`config.mk`:
```
export PLATFORM = sky130hd
export DESIGN_NAME = mips_multicycle_ctrl_flat
export DESIGN_NICKNAME = d
export VERILOG_FILES = /design/src/rtl/mips_mc_pkg.sv /design/src/rtl/mips_multicycle_ctrl_if.sv /design/src/rtl/mips_mc_wait_timer.sv /design/src/rtl/mips_multicycle_ctrl.sv /design/src/flat_wrapper.sv
export SDC_FILE = /design/constraint.sdc
export NUM_CORES = 1
export LEC_CHECK = 0
export CAP_MARGIN = 20
export CELL_PAD_IN_SITES_DETAIL_PLACEMENT = 1
export CELL_PAD_IN_SITES_GLOBAL_PLACEMENT = 2
export CORE_AREA = 2 2 69 71
export CTS_CLUSTER_SIZE = 30
export DETAILED_ROUTE_END_ITERATION = 10
export DIE_AREA = 0 0 71 73
export MAX_ROUTING_LAYER = met4
export PLACE_DENSITY = 0.79
export SKIP_LAST_GASP = 1
export SLEW_MARGIN = 0
export SYNTH_ARGS = -nofsm -noshare
export SYNTH_HDL_FRONTEND = slang
export SYNTH_HIERARCHICAL = 1
export SYNTH_SLANG_ARGS = --single-unit
```
`constraint.sdc`:
```
create_clock -name clock -period 2.4 [get_ports clock]
set_input_delay 0.6 -clock clock [delete_from_list [all_inputs] [get_ports clock]]
set_output_delay 0.6 -clock clock [all_outputs]
set_load 0.005 [all_outputs]
```
`src/rtl/mips_mc_pkg.sv`:
```
// Shared definitions for the multi-cycle MIPS control unit: state encoding,
// opcode values and datapath mux encodings.
// Optional feature macro: MIPS_MC_BNE_EN (adds the BNE state; the encoding is always reserved).
package mips_mc_pkg;

    typedef enum logic [3:0] {
        FETCH  = 4'd0,
        DECODE = 4'd1,
        MEMADR = 4'd2,
        MEMRD  = 4'd3,
        MEMWB  = 4'd4,
        MEMWR  = 4'd5,
        EXEC   = 4'd6,
        ALUWB  = 4'd7,
        BRANCH = 4'd8,
        ADDIEX = 4'd9,
        ADDIWB = 4'd10,
        JUMP   = 4'd11,
        BNE    = 4'd12,
        HALT   = 4'd15
    } state_t;

    localparam logic [5:0] OP_RTYPE = 6'd0;
    localparam logic [5:0] OP_J     = 6'd2;
    localparam logic [5:0] OP_BEQ   = 6'd4;
    localparam logic [5:0] OP_BNE   = 6'd5;
    localparam logic [5:0] OP_ADDI  = 6'd8;
    localparam logic [5:0] OP_LW    = 6'd35;
    localparam logic [5:0] OP_SW    = 6'd43;

    localparam logic [1:0] ALUOP_ADD   = 2'b00;
    localparam logic [1:0] ALUOP_SUB   = 2'b01;
    localparam logic [1:0] ALUOP_FUNCT = 2'b10;

    localparam logic [1:0] SRCB_REGB  = 2'b00;
    localparam logic [1:0] SRCB_FOUR  = 2'b01;
    localparam logic [1:0] SRCB_IMM   = 2'b10;
    localparam logic [1:0] SRCB_IMMSH = 2'b11;

    localparam logic [1:0] PCSRC_ALU    = 2'b00;
    localparam logic [1:0] PCSRC_ALUOUT = 2'b01;
    localparam logic [1:0] PCSRC_JUMP   = 2'b10;

    // States in which the memory handshake is live and mem_ready matters.
    function automatic logic is_mem_state(input state_t s);
        return (s == FETCH) || (s == MEMRD) || (s == MEMWR);
    endfunction

endpackage

```
`src/rtl/mips_multicycle_ctrl_if.sv`:
```
// Control bundle between the multi-cycle controller (master) and the
// IR / memory / datapath side (slave).
// Optional feature macro: MIPS_MC_BNE_EN (adds BranchNe).
interface mips_multicycle_ctrl_if #(
    parameter int OPCODE_W = 6,
    parameter int ALUOP_W  = 2
);
    logic [OPCODE_W-1:0] Opcode;
    logic                mem_ready;
    logic                mem_req;
    logic                IorD;
    logic                MemWrite;
    logic                IRWrite;
    logic                PCWrite;
    logic                Branch;
    logic [1:0]          PCSrc;
    logic                ALUSrcA;
    logic [1:0]          ALUSrcB;
    logic [ALUOP_W-1:0]  ALUOp;
    logic                RegWrite;
    logic                RegDst;
    logic                MemtoReg;
    logic [3:0]          state_o;
    logic                illegal_op;
    logic                timeout;
`ifdef MIPS_MC_BNE_EN
    logic                BranchNe;
`endif

    modport master (
`ifdef MIPS_MC_BNE_EN
        output BranchNe,
`endif
        input  Opcode, mem_ready,
        output mem_req, IorD, MemWrite, IRWrite, PCWrite, Branch, PCSrc,
               ALUSrcA, ALUSrcB, ALUOp, RegWrite, RegDst, MemtoReg,
               state_o, illegal_op, timeout
    );

    modport slave (
`ifdef MIPS_MC_BNE_EN
        input  BranchNe,
`endif
        output Opcode, mem_ready,
        input  mem_req, IorD, MemWrite, IRWrite, PCWrite, Branch, PCSrc,
               ALUSrcA, ALUSrcB, ALUOp, RegWrite, RegDst, MemtoReg,
               state_o, illegal_op, timeout
    );
endinterface

```
`src/rtl/mips_mc_wait_timer.sv`:
```
// Memory wait counter: counts consecutive not-ready cycles of one access and
// flags the cycle in which the count would reach MEM_TIMEOUT.
// MEM_TIMEOUT must be >= 1 and 2**CNT_W must exceed MEM_TIMEOUT.
module mips_mc_wait_timer #(
    parameter int MEM_TIMEOUT = 255,
    parameter int CNT_W       = 8
) (
    input  logic clock,
    input  logic reset,
    input  logic in_mem,
    input  logic mem_ready,
    output logic expired
);
    localparam logic [CNT_W-1:0] LIMIT   = CNT_W'(MEM_TIMEOUT - 1);
    localparam logic [CNT_W-1:0] CNT_MAX = '1;

    logic [CNT_W-1:0] cnt_reg;

    // Held at zero outside memory states so every access starts from zero;
    // a ready cycle ends the access and clears it too.
    always_ff @(posedge clock) begin
        if (reset || !in_mem || mem_ready) begin
            cnt_reg <= '0;
        end else if (cnt_reg != CNT_MAX) begin
            cnt_reg <= cnt_reg + 1'b1;
        end
    end

    // This wait cycle is the one that brings the count to MEM_TIMEOUT;
    // a ready in the same cycle wins.
    assign expired = in_mem && !mem_ready && (cnt_reg == LIMIT);
endmodule

```
`src/rtl/mips_multicycle_ctrl.sv`:
```
// Multi-cycle MIPS main controller: Moore FSM sequencing fetch, decode,
// execute, memory and writeback, with a bounded memory handshake and
// sticky illegal-opcode / timeout flags that park the FSM in HALT.
// Optional feature macro: MIPS_MC_BNE_EN (bne via state BNE and BranchNe).
module mips_multicycle_ctrl
    import mips_mc_pkg::*;
#(
    parameter int OPCODE_W    = 6,
    parameter int ALUOP_W     = 2,
    parameter int MEM_TIMEOUT = 255,
    parameter int CNT_W       = 8
) (
    input  logic                   clock,
    input  logic                   reset,
    mips_multicycle_ctrl_if.master bus
);
    state_t state_reg;
    logic   illegal_op_reg;
    logic   timeout_reg;
    logic   in_mem;
    logic   wait_expired;

    assign in_mem = is_mem_state(state_reg);

    mips_mc_wait_timer #(
        .MEM_TIMEOUT (MEM_TIMEOUT),
        .CNT_W       (CNT_W)
    ) u_wait_timer (
        .clock     (clock),
        .reset     (reset),
        .in_mem    (in_mem),
        .mem_ready (bus.mem_ready),
        .expired   (wait_expired)
    );

    // State sequencing and sticky fault flags; HALT is left only via reset.
    always_ff @(posedge clock) begin
        if (reset) begin
            state_reg      <= FETCH;
            illegal_op_reg <= 1'b0;
            timeout_reg    <= 1'b0;
        end else begin
            case (state_reg)
                FETCH, MEMRD, MEMWR: begin
                    if (bus.mem_ready) begin
                        case (state_reg)
                            FETCH:   state_reg <= DECODE;
                            MEMRD:   state_reg <= MEMWB;
                            default: state_reg <= FETCH;
                        endcase
                    end else if (wait_expired) begin
                        state_reg   <= HALT;
                        timeout_reg <= 1'b1;
                    end
                end
                DECODE: begin
                    case (bus.Opcode)
                        OPCODE_W'(OP_LW), OPCODE_W'(OP_SW): state_reg <= MEMADR;
                        OPCODE_W'(OP_RTYPE):                state_reg <= EXEC;
                        OPCODE_W'(OP_BEQ):                  state_reg <= BRANCH;
                        OPCODE_W'(OP_ADDI):                 state_reg <= ADDIEX;
                        OPCODE_W'(OP_J):                    state_reg <= JUMP;
`ifdef MIPS_MC_BNE_EN
                        OPCODE_W'(OP_BNE):                  state_reg <= BNE;
`endif
                        default: begin
                            state_reg      <= HALT;
                            illegal_op_reg <= 1'b1;
                        end
                    endcase
                end
                MEMADR:  state_reg <= (bus.Opcode == OPCODE_W'(OP_SW)) ? MEMWR : MEMRD;
                EXEC:    state_reg <= ALUWB;
                ADDIEX:  state_reg <= ADDIWB;
                MEMWB, ALUWB, ADDIWB, BRANCH, JUMP: state_reg <= FETCH;
`ifdef MIPS_MC_BNE_EN
                BNE:     state_reg <= FETCH;
`endif
                HALT:    state_reg <= HALT;
                default: state_reg <= HALT;
            endcase
        end
    end

    // Control decode from the state register; only the fetch/write strobes
    // are qualified by mem_ready so they fire once, on the completing cycle.
    always_comb begin
        bus.mem_req  = 1'b0;
        bus.IorD     = 1'b0;
        bus.MemWrite = 1'b0;
        bus.IRWrite  = 1'b0;
        bus.PCWrite  = 1'b0;
        bus.Branch   = 1'b0;
        bus.PCSrc    = PCSRC_ALU;
        bus.ALUSrcA  = 1'b0;
        bus.ALUSrcB  = SRCB_REGB;
        bus.ALUOp    = ALUOP_W'(ALUOP_ADD);
        bus.RegWrite = 1'b0;
        bus.RegDst   = 1'b0;
        bus.MemtoReg = 1'b0;
`ifdef MIPS_MC_BNE_EN
        bus.BranchNe = 1'b0;
`endif
        case (state_reg)
            FETCH: begin
                bus.mem_req = 1'b1;
                bus.ALUSrcB = SRCB_FOUR;
                bus.IRWrite = bus.mem_ready;
                bus.PCWrite = bus.mem_ready;
            end
            DECODE: bus.ALUSrcB = SRCB_IMMSH;
            MEMADR, ADDIEX: begin
                bus.ALUSrcA = 1'b1;
                bus.ALUSrcB = SRCB_IMM;
            end
            MEMRD: begin
                bus.mem_req = 1'b1;
                bus.IorD    = 1'b1;
            end
            MEMWB: begin
                bus.RegWrite = 1'b1;
                bus.MemtoReg = 1'b1;
            end
            MEMWR: begin
                bus.mem_req  = 1'b1;
                bus.IorD     = 1'b1;
                bus.MemWrite = bus.mem_ready;
            end
            EXEC: begin
                bus.ALUSrcA = 1'b1;
                bus.ALUOp   = ALUOP_W'(ALUOP_FUNCT);
            end
            ALUWB: begin
                bus.RegWrite = 1'b1;
                bus.RegDst   = 1'b1;
            end
            BRANCH: begin
                bus.ALUSrcA = 1'b1;
                bus.ALUOp   = ALUOP_W'(ALUOP_SUB);
                bus.Branch  = 1'b1;
                bus.PCSrc   = PCSRC_ALUOUT;
            end
`ifdef MIPS_MC_BNE_EN
            BNE: begin
                bus.ALUSrcA  = 1'b1;
                bus.ALUOp    = ALUOP_W'(ALUOP_SUB);
                bus.Branch   = 1'b1;
                bus.PCSrc    = PCSRC_ALUOUT;
                bus.BranchNe = 1'b1;
            end
`endif
            ADDIWB: bus.RegWrite = 1'b1;
            JUMP: begin
                bus.PCWrite = 1'b1;
                bus.PCSrc   = PCSRC_JUMP;
            end
            default: ;
        endcase
    end

    assign bus.state_o    = state_reg;
    assign bus.illegal_op = illegal_op_reg;
    assign bus.timeout    = timeout_reg;
endmodule
```
`src/flat_wrapper.sv`:
```
// flat-port wrapper written by rule: the top's interface ports become plain ports
module mips_multicycle_ctrl_flat import mips_mc_pkg::*;
#(
    parameter int OPCODE_W    = 6,
    parameter int ALUOP_W     = 2,
    parameter int MEM_TIMEOUT = 255,
    parameter int CNT_W       = 8
)
  (clock, reset, bus_Opcode, bus_mem_ready, bus_mem_req, bus_IorD, bus_MemWrite, bus_IRWrite, bus_PCWrite, bus_Branch, bus_PCSrc, bus_ALUSrcA, bus_ALUSrcB, bus_ALUOp, bus_RegWrite, bus_RegDst, bus_MemtoReg, bus_state_o, bus_illegal_op, bus_timeout);
  mips_multicycle_ctrl_if #(.OPCODE_W(OPCODE_W), .ALUOP_W(ALUOP_W)) bus_i ();
  input  logic clock;
  input  logic reset;
  input wire logic [$bits(bus_i.Opcode)-1:0] bus_Opcode;
  input wire logic [$bits(bus_i.mem_ready)-1:0] bus_mem_ready;
  output wire logic [$bits(bus_i.mem_req)-1:0] bus_mem_req;
  output wire logic [$bits(bus_i.IorD)-1:0] bus_IorD;
  output wire logic [$bits(bus_i.MemWrite)-1:0] bus_MemWrite;
  output wire logic [$bits(bus_i.IRWrite)-1:0] bus_IRWrite;
  output wire logic [$bits(bus_i.PCWrite)-1:0] bus_PCWrite;
  output wire logic [$bits(bus_i.Branch)-1:0] bus_Branch;
  output wire logic [$bits(bus_i.PCSrc)-1:0] bus_PCSrc;
  output wire logic [$bits(bus_i.ALUSrcA)-1:0] bus_ALUSrcA;
  output wire logic [$bits(bus_i.ALUSrcB)-1:0] bus_ALUSrcB;
  output wire logic [$bits(bus_i.ALUOp)-1:0] bus_ALUOp;
  output wire logic [$bits(bus_i.RegWrite)-1:0] bus_RegWrite;
  output wire logic [$bits(bus_i.RegDst)-1:0] bus_RegDst;
  output wire logic [$bits(bus_i.MemtoReg)-1:0] bus_MemtoReg;
  output wire logic [$bits(bus_i.state_o)-1:0] bus_state_o;
  output wire logic [$bits(bus_i.illegal_op)-1:0] bus_illegal_op;
  output wire logic [$bits(bus_i.timeout)-1:0] bus_timeout;
  assign bus_i.Opcode = bus_Opcode;
  assign bus_i.mem_ready = bus_mem_ready;
  assign bus_mem_req = bus_i.mem_req;
  assign bus_IorD = bus_i.IorD;
  assign bus_MemWrite = bus_i.MemWrite;
  assign bus_IRWrite = bus_i.IRWrite;
  assign bus_PCWrite = bus_i.PCWrite;
  assign bus_Branch = bus_i.Branch;
  assign bus_PCSrc = bus_i.PCSrc;
  assign bus_ALUSrcA = bus_i.ALUSrcA;
  assign bus_ALUSrcB = bus_i.ALUSrcB;
  assign bus_ALUOp = bus_i.ALUOp;
  assign bus_RegWrite = bus_i.RegWrite;
  assign bus_RegDst = bus_i.RegDst;
  assign bus_MemtoReg = bus_i.MemtoReg;
  assign bus_state_o = bus_i.state_o;
  assign bus_illegal_op = bus_i.illegal_op;
  assign bus_timeout = bus_i.timeout;
  mips_multicycle_ctrl #(.OPCODE_W(OPCODE_W), .ALUOP_W(ALUOP_W), .MEM_TIMEOUT(MEM_TIMEOUT), .CNT_W(CNT_W)) u_core (.clock(clock), .reset(reset), .bus(bus_i));
endmodule
```
Yosys cells after proc, flatten, opt, wreduce, memory -nomap -nowiden
Index checks and enable logic that the tools add are counted.
Operators by class
  magnitude comparators: 0
  muxes and demuxes: 19
  equal/unequal tests: 19
  bitwise gates (word level): 2
  reduce and logical (&&, ||, !) cells: 20
  divide/modulo/power cells: 0
  shifts and indexed selects: 0
  multipliers: 0
  add/subtract/negate cells: 1
Operators by type and width (count)
  $pmux W4 S6: 1
  $pmux W4 S5: 1
  $eq A4 B3 Y1 const B: 4
  $eq A4 B4 Y1 const B: 4
  $eq A6 B6 Y1 const B: 2
  $mux W1: 9
  $add A8 B1 Y8 const B: 1
  $eq A4 B2 Y1 const B: 2
  $eq A8 B8 Y1 const B: 1
  $mux W4: 2
  $ne A8 B8 Y1 const B: 1
  $pmux W2 S2: 2
  $eq A6 B2 Y1 const B: 1
  $eq A6 B3 Y1 const B: 1
  $eq A6 B4 Y1 const B: 1
  $logic_not A6 Y1: 1
  $pmux W2 S3: 1
  $pmux W3 S2: 1
  $reduce_or A2 Y1: 3
  $reduce_or A3 Y1: 2
  $reduce_or A6 Y1: 1
  $reduce_or A5 Y1: 1
  $eq A4 B1 Y1 const B: 1
  $logic_not A4 Y1: 1
  other kinds (10): 16
Word-level totals
  RAM bits: 0
  register bits: 14
  word-level logic and storage cells: 65
  memory bits (read-only): 0
  latch bits: 0
  bits of input ports: 9
  output and inout port bits: 22
  memories kept: 0

Logic depth before layout (Yosys ltp)
  word-level depth: 8
  mapped depth: 11
  gate-level depth less buffers: 10

Modules after synthesis
Netlist, hierarchy kept.
By module, submodules not included
  mips_multicycle_ctrl: seq. area each 120.1 um^2, cells an instance 98, instances 1, area each 725.7 um^2
  mips_mc_wait_timer: seq. area each 160.2 um^2, cells an instance 47, instances 1, area each 401.6 um^2

Worst setup path before layout
Ideal clock, no wire load.
  kind: register -> register
  from: register u_core.state_reg[2], in the netlist u_core/bus.state_o[2]
  to: register u_core.timeout_reg, in the netlist u_core/bus.timeout
  setup slack: 0.477 ns
  setup time: 0.070 ns
  data required time: 2.330 ns
  arrival: 1.853 ns
  path buffers: 1
  stages on the path, launching flop included: 10
  period minus slack after synthesis: 1.923 ns
  path through: dfxtp_1 -> buf_4 -> xor2_1 -> a21oi_1 -> nor2_1 -> nor2b_1 -> nand4_1 -> nor2_1 -> or4b_1 -> a21oi_1
Between the ends
  word-level cells in the longest chain between the ends: 6
  elaborated cells between the ends (all ways): 9
  classes of those cells: eq/ne: 2; reduce/logical: 7
Ends and longest elaborated chain
  from (decl): line mips_multicycle_ctrl.sv:17  | state_t state_reg;
  from (signal assigned): line mips_multicycle_ctrl.sv:72  | MEMADR: state_reg <= (bus.Opcode == OPCODE_W'(OP_SW)) ? MEMWR : MEMRD;
  $eq A4 B2 Y1 or $logic_not A4 Y1 (tied branches): line mips_mc_pkg.sv:46  | return (s == FETCH) || (s == MEMRD) || (s == MEMWR);
  $logic_or A1 B1 Y1: line mips_mc_pkg.sv:46
  $logic_or A1 B1 Y1 (*): line mips_mc_pkg.sv:46
  $logic_and A1 B1 Y1 (*) (2 in series): line mips_mc_wait_timer.sv:31  | assign expired = in_mem && !mem_ready && (cnt_reg == LIMIT);
  via u_core.wait_expired: line mips_multicycle_ctrl.sv:21  | logic wait_expired;
  $reduce_and A3 Y1 (no source line) (*)
  to (signal assigned): line mips_multicycle_ctrl.sv:41  | timeout_reg <= 1'b0;
  to (signal assigned): line mips_multicycle_ctrl.sv:53  | timeout_reg <= 1'b1;
  to (decl): line mips_multicycle_ctrl.sv:19  | logic timeout_reg;
Mark *: on every way through the listed nets, which the timed path passes. The rest lies on a longest branch.
A chain may end at the register's enable or synchronous reset.

Worst setup path in the final report
  from: input port bus_mem_ready
  to: output port bus_IRWrite
Between the ends
  word-level cells in the longest chain between the ends: 1
Ends and longest elaborated chain
  from (decl): line flat_wrapper.sv:14  | input wire logic [$bits(bus_i.mem_ready)-1:0] bus_mem_ready;
  $mux W1: line mips_multicycle_ctrl.sv:104  | case (state_reg)
  to (decl): line flat_wrapper.sv:18  | output wire logic [$bits(bus_i.IRWrite)-1:0] bus_IRWrite;
Every way passes these cells.

==> metrics.yaml <==
dr.pass1.iters: 4
synth_flop_cell: "dfxtp_1"
critPathMaxFanout: 2
finClkSkew_ns: 0.00129
tritoncts: "yes"
status: "complete, no violations"
grt_pass1_vias: 1235
grt_usage: 0.139
port_buffers: 30
critPathCaptureType: "output port"
synth_compound_area_frac: 0.215
cts-hold-fix-buffers: 0
synthArstFlopShare: 0
power_density_nw_per_um2: 959
synth_fp_nets: 156
hp-class: "reg -> reg"
hold_ws_ns: 0.467
antenna_found_initial: 0
grt_pass1_wl_mm: 5.81
place_congestion: 0.808
largest_reg_flops: 8
crit_end: "bus_IRWrite"
cp_common_cell: "clkdlybuf4s50_1"
mostFrequentLayoutCells: "clkdlybuf4s50_1 (28), a21oi_1 (12), buf_4 (10), dfxtp_1 (10), nor3_1 (9)"
crit_path_cell_trace: "clkdlybuf4s50_1 > and2_1 > clkdlybuf4s50_1"
diodes: 0
yosysSeqAreaShare: 0.249
cp_slowest_cell: "clkdlybuf4s50_1"
post_drt_wl_per_cell_um: 15.0
nets: 188
finalSetupViolations: 0
via_count: 1229
reg2reg_depth: 10
start_util: 0.249
placed_area_sq_um: 1480
drc_errors: 0
overflow: 0
ant_nets: 0
path_depth: 3
startpoint: "bus_mem_ready"
rsz0062_at_grt: "yes"
cp.required_ns: 1.80
period_share: 0.973
yosys.area_share.adder: 0.0222
final_area_sq_um: 1570
fin_tns_setup_ns: 0
cts.sinks: 14
pre_cts_ws_ns: -0.102
cpLargestDelayFamily: "buffers and inverters"
vias_per_cell: 5.34
synthDistinctLibCells: 48
fmax_mhz: 428
die_width_um: 71
drt_wl_total_mm: 3.45
synth_seq_cells: 14
syn_avg_cell_area_sq_um: 7.77
slew_viol_final: 0
hold_viol_final: 0
relSlewSlack: 0.603
die_area_sq_um: 5180
reg2reg_slack_ns: 0.17
worst_slew_pin_slew_ns: 0.590
worstReg2RegStart: "u_core/bus.state_o[0]$_SDFFE_PP0P_"
yosys.area_share.simple: 0.375
hpwl_mm: 2.70
rows: 25
ir_worst_vdd_v: 0.000342
finalWorstSetupSlack_ns: 0.0642
synth_edf_count: 0
clkTransAtPathRegs_ns: 0.06
critPathLaunchType: "input pin"
period_minus_slack_ns: 2.34
critPathMaxStageDelay_ns: 0.52
critPathBufInv: 2
crit_arrival_ns: 1.74
syn-cell-area_sq_um: 1130
crit_type: "in -> out"
clk_latency_ns: 0.24
cts_buffer_depth: 2
htree_levels: 1
synth_top_family_by_area: "simple AND/OR/NAND/NOR gates"
cts_root_buf: "clkbuf_8"
timing.rr.end: "u_core/bus.timeout$_SDFFE_PP0P_"
synth_xor_area_frac: 0.0388
synthMuxAreaShare: 0
core_sq_um: 4540
drive_gt1_frac: 0.176
cts_buffers: 3
grt_max_degree: 17
drv_cap: 0
pin_count: 31
area_growth_pct: 39.0
leakage_nw: 0.527
yosys_warnings: 6
layout_commonest_cell: "clkdlybuf4s50_1"
drt-initial-drc-count: 65
die_h_um: 73
syn_inst: 145
[layer usage]
layer | global-route usage | vias to the layer above | wire, um
li1 | - | 603 | -
met1 | 0.161 | 600 | 1580
met2 | 0.262 | 26 | 1740
met3 | 0.0180 | 0 | 124
met4 | 0.0210 | 0 | 0
met5 | - | - | 0
[synthesized netlist by cell type (4+ instances only)]
cell       n  area [sq um]
a21oi_1   12          60.1
buf_4      6          45.0
dfxtp_1   14           280
inv_1      8          30.0
nand2_1    6          22.5
nand2b_1   5          31.3
nand3_1    4          20.0
nor2_1     8          30.0
nor3_1    10          50.1
nor3b_1    4          30.0
nor4_1     7          43.8
o21ai_0    8          40.0
[per-stage QoR]
| stage | instances | power [mW] | util |
|---|---|---|---|
| after floorplan | 145 | 0.841 | - |
| after global placement | 225 | 1.21 | 0.326 |
| after detailed placement | 225 | 1.24 | 0.326 |
| after CTS | 229 | 1.48 | 0.340 |
| after global routing | 230 | 1.62 | 0.345 |
| final | 230 | 1.50 | 0.345 |
[kinds of logic (layout without fill, tap and decap cells)]
kind of cell | Yosys count | count (layout)
XOR/XNOR | 5 | 5
flip-flops | 14 | 14
AO/OA/AOI/OAI | 35 | 35
adder cells (fa/ha/maj) | 2 | 2
buffers and inverters | 21 | 52
AND/OR/NAND/NOR | 68 | 68
[how the worst min path moves through the flow]
stage | startpoint | end | slack [ns] | cells past startpoint
after floorplan | u_core/bus.timeout$_SDFFE_PP0P_ | u_core/bus.timeout$_SDFFE_PP0P_ | 0.44 | 2
after global placement | u_core/bus.timeout$_SDFFE_PP0P_ | u_core/bus.timeout$_SDFFE_PP0P_ | 0.45 | 2
after detailed placement | u_core/bus.timeout$_SDFFE_PP0P_ | u_core/bus.timeout$_SDFFE_PP0P_ | 0.47 | 2
after CTS | u_core/bus.timeout$_SDFFE_PP0P_ | u_core/bus.timeout$_SDFFE_PP0P_ | 0.48 | 2
after global routing | u_core/bus.timeout$_SDFFE_PP0P_ | u_core/bus.timeout$_SDFFE_PP0P_ | 0.51 | 2
final | u_core/bus.timeout$_SDFFE_PP0P_ | u_core/bus.timeout$_SDFFE_PP0P_ | 0.47 | 2
[where the power goes]
part	leakage, nW	internal, mW	switching (mW)	total (mW)
clock	0.0288	0.145	0.0828	0.228
combinational	0.382	0.495	0.401	0.896
sequential	0.116	0.286	0.0929	0.379
total	0.527	0.926	0.576	1.50
[timing repair]
item	in CTS	in global routing
gates resized for setup	7	5
pin swaps	0	1
setup endpoints to repair	11	4
setup buffers	0	1
[layout make-up]
type | instances | area (sq um)
tap | 54 | 67.6
timing repair buffer | 40 | 373
inverter | 8 | 30.0
clock buffer | 4 | 55.1
fill | 562 | 2970
multi-input combinational | 110 | 748
sequential | 14 | 293
[worst reg2reg max path, cell delays in order, from the launching register on]
cell and delay (ns):
dfxtp_4 0.39, buf_4 0.16, nor3_1 0.18, a21oi_1 0.08, nor2_1 0.16, buf_4 0.13
nor2b_1 0.17, nand4_1 0.11, nor2_1 0.17, or4b_1 0.46, a21oi_1 0.15
(Power assumes the default switching activity.)
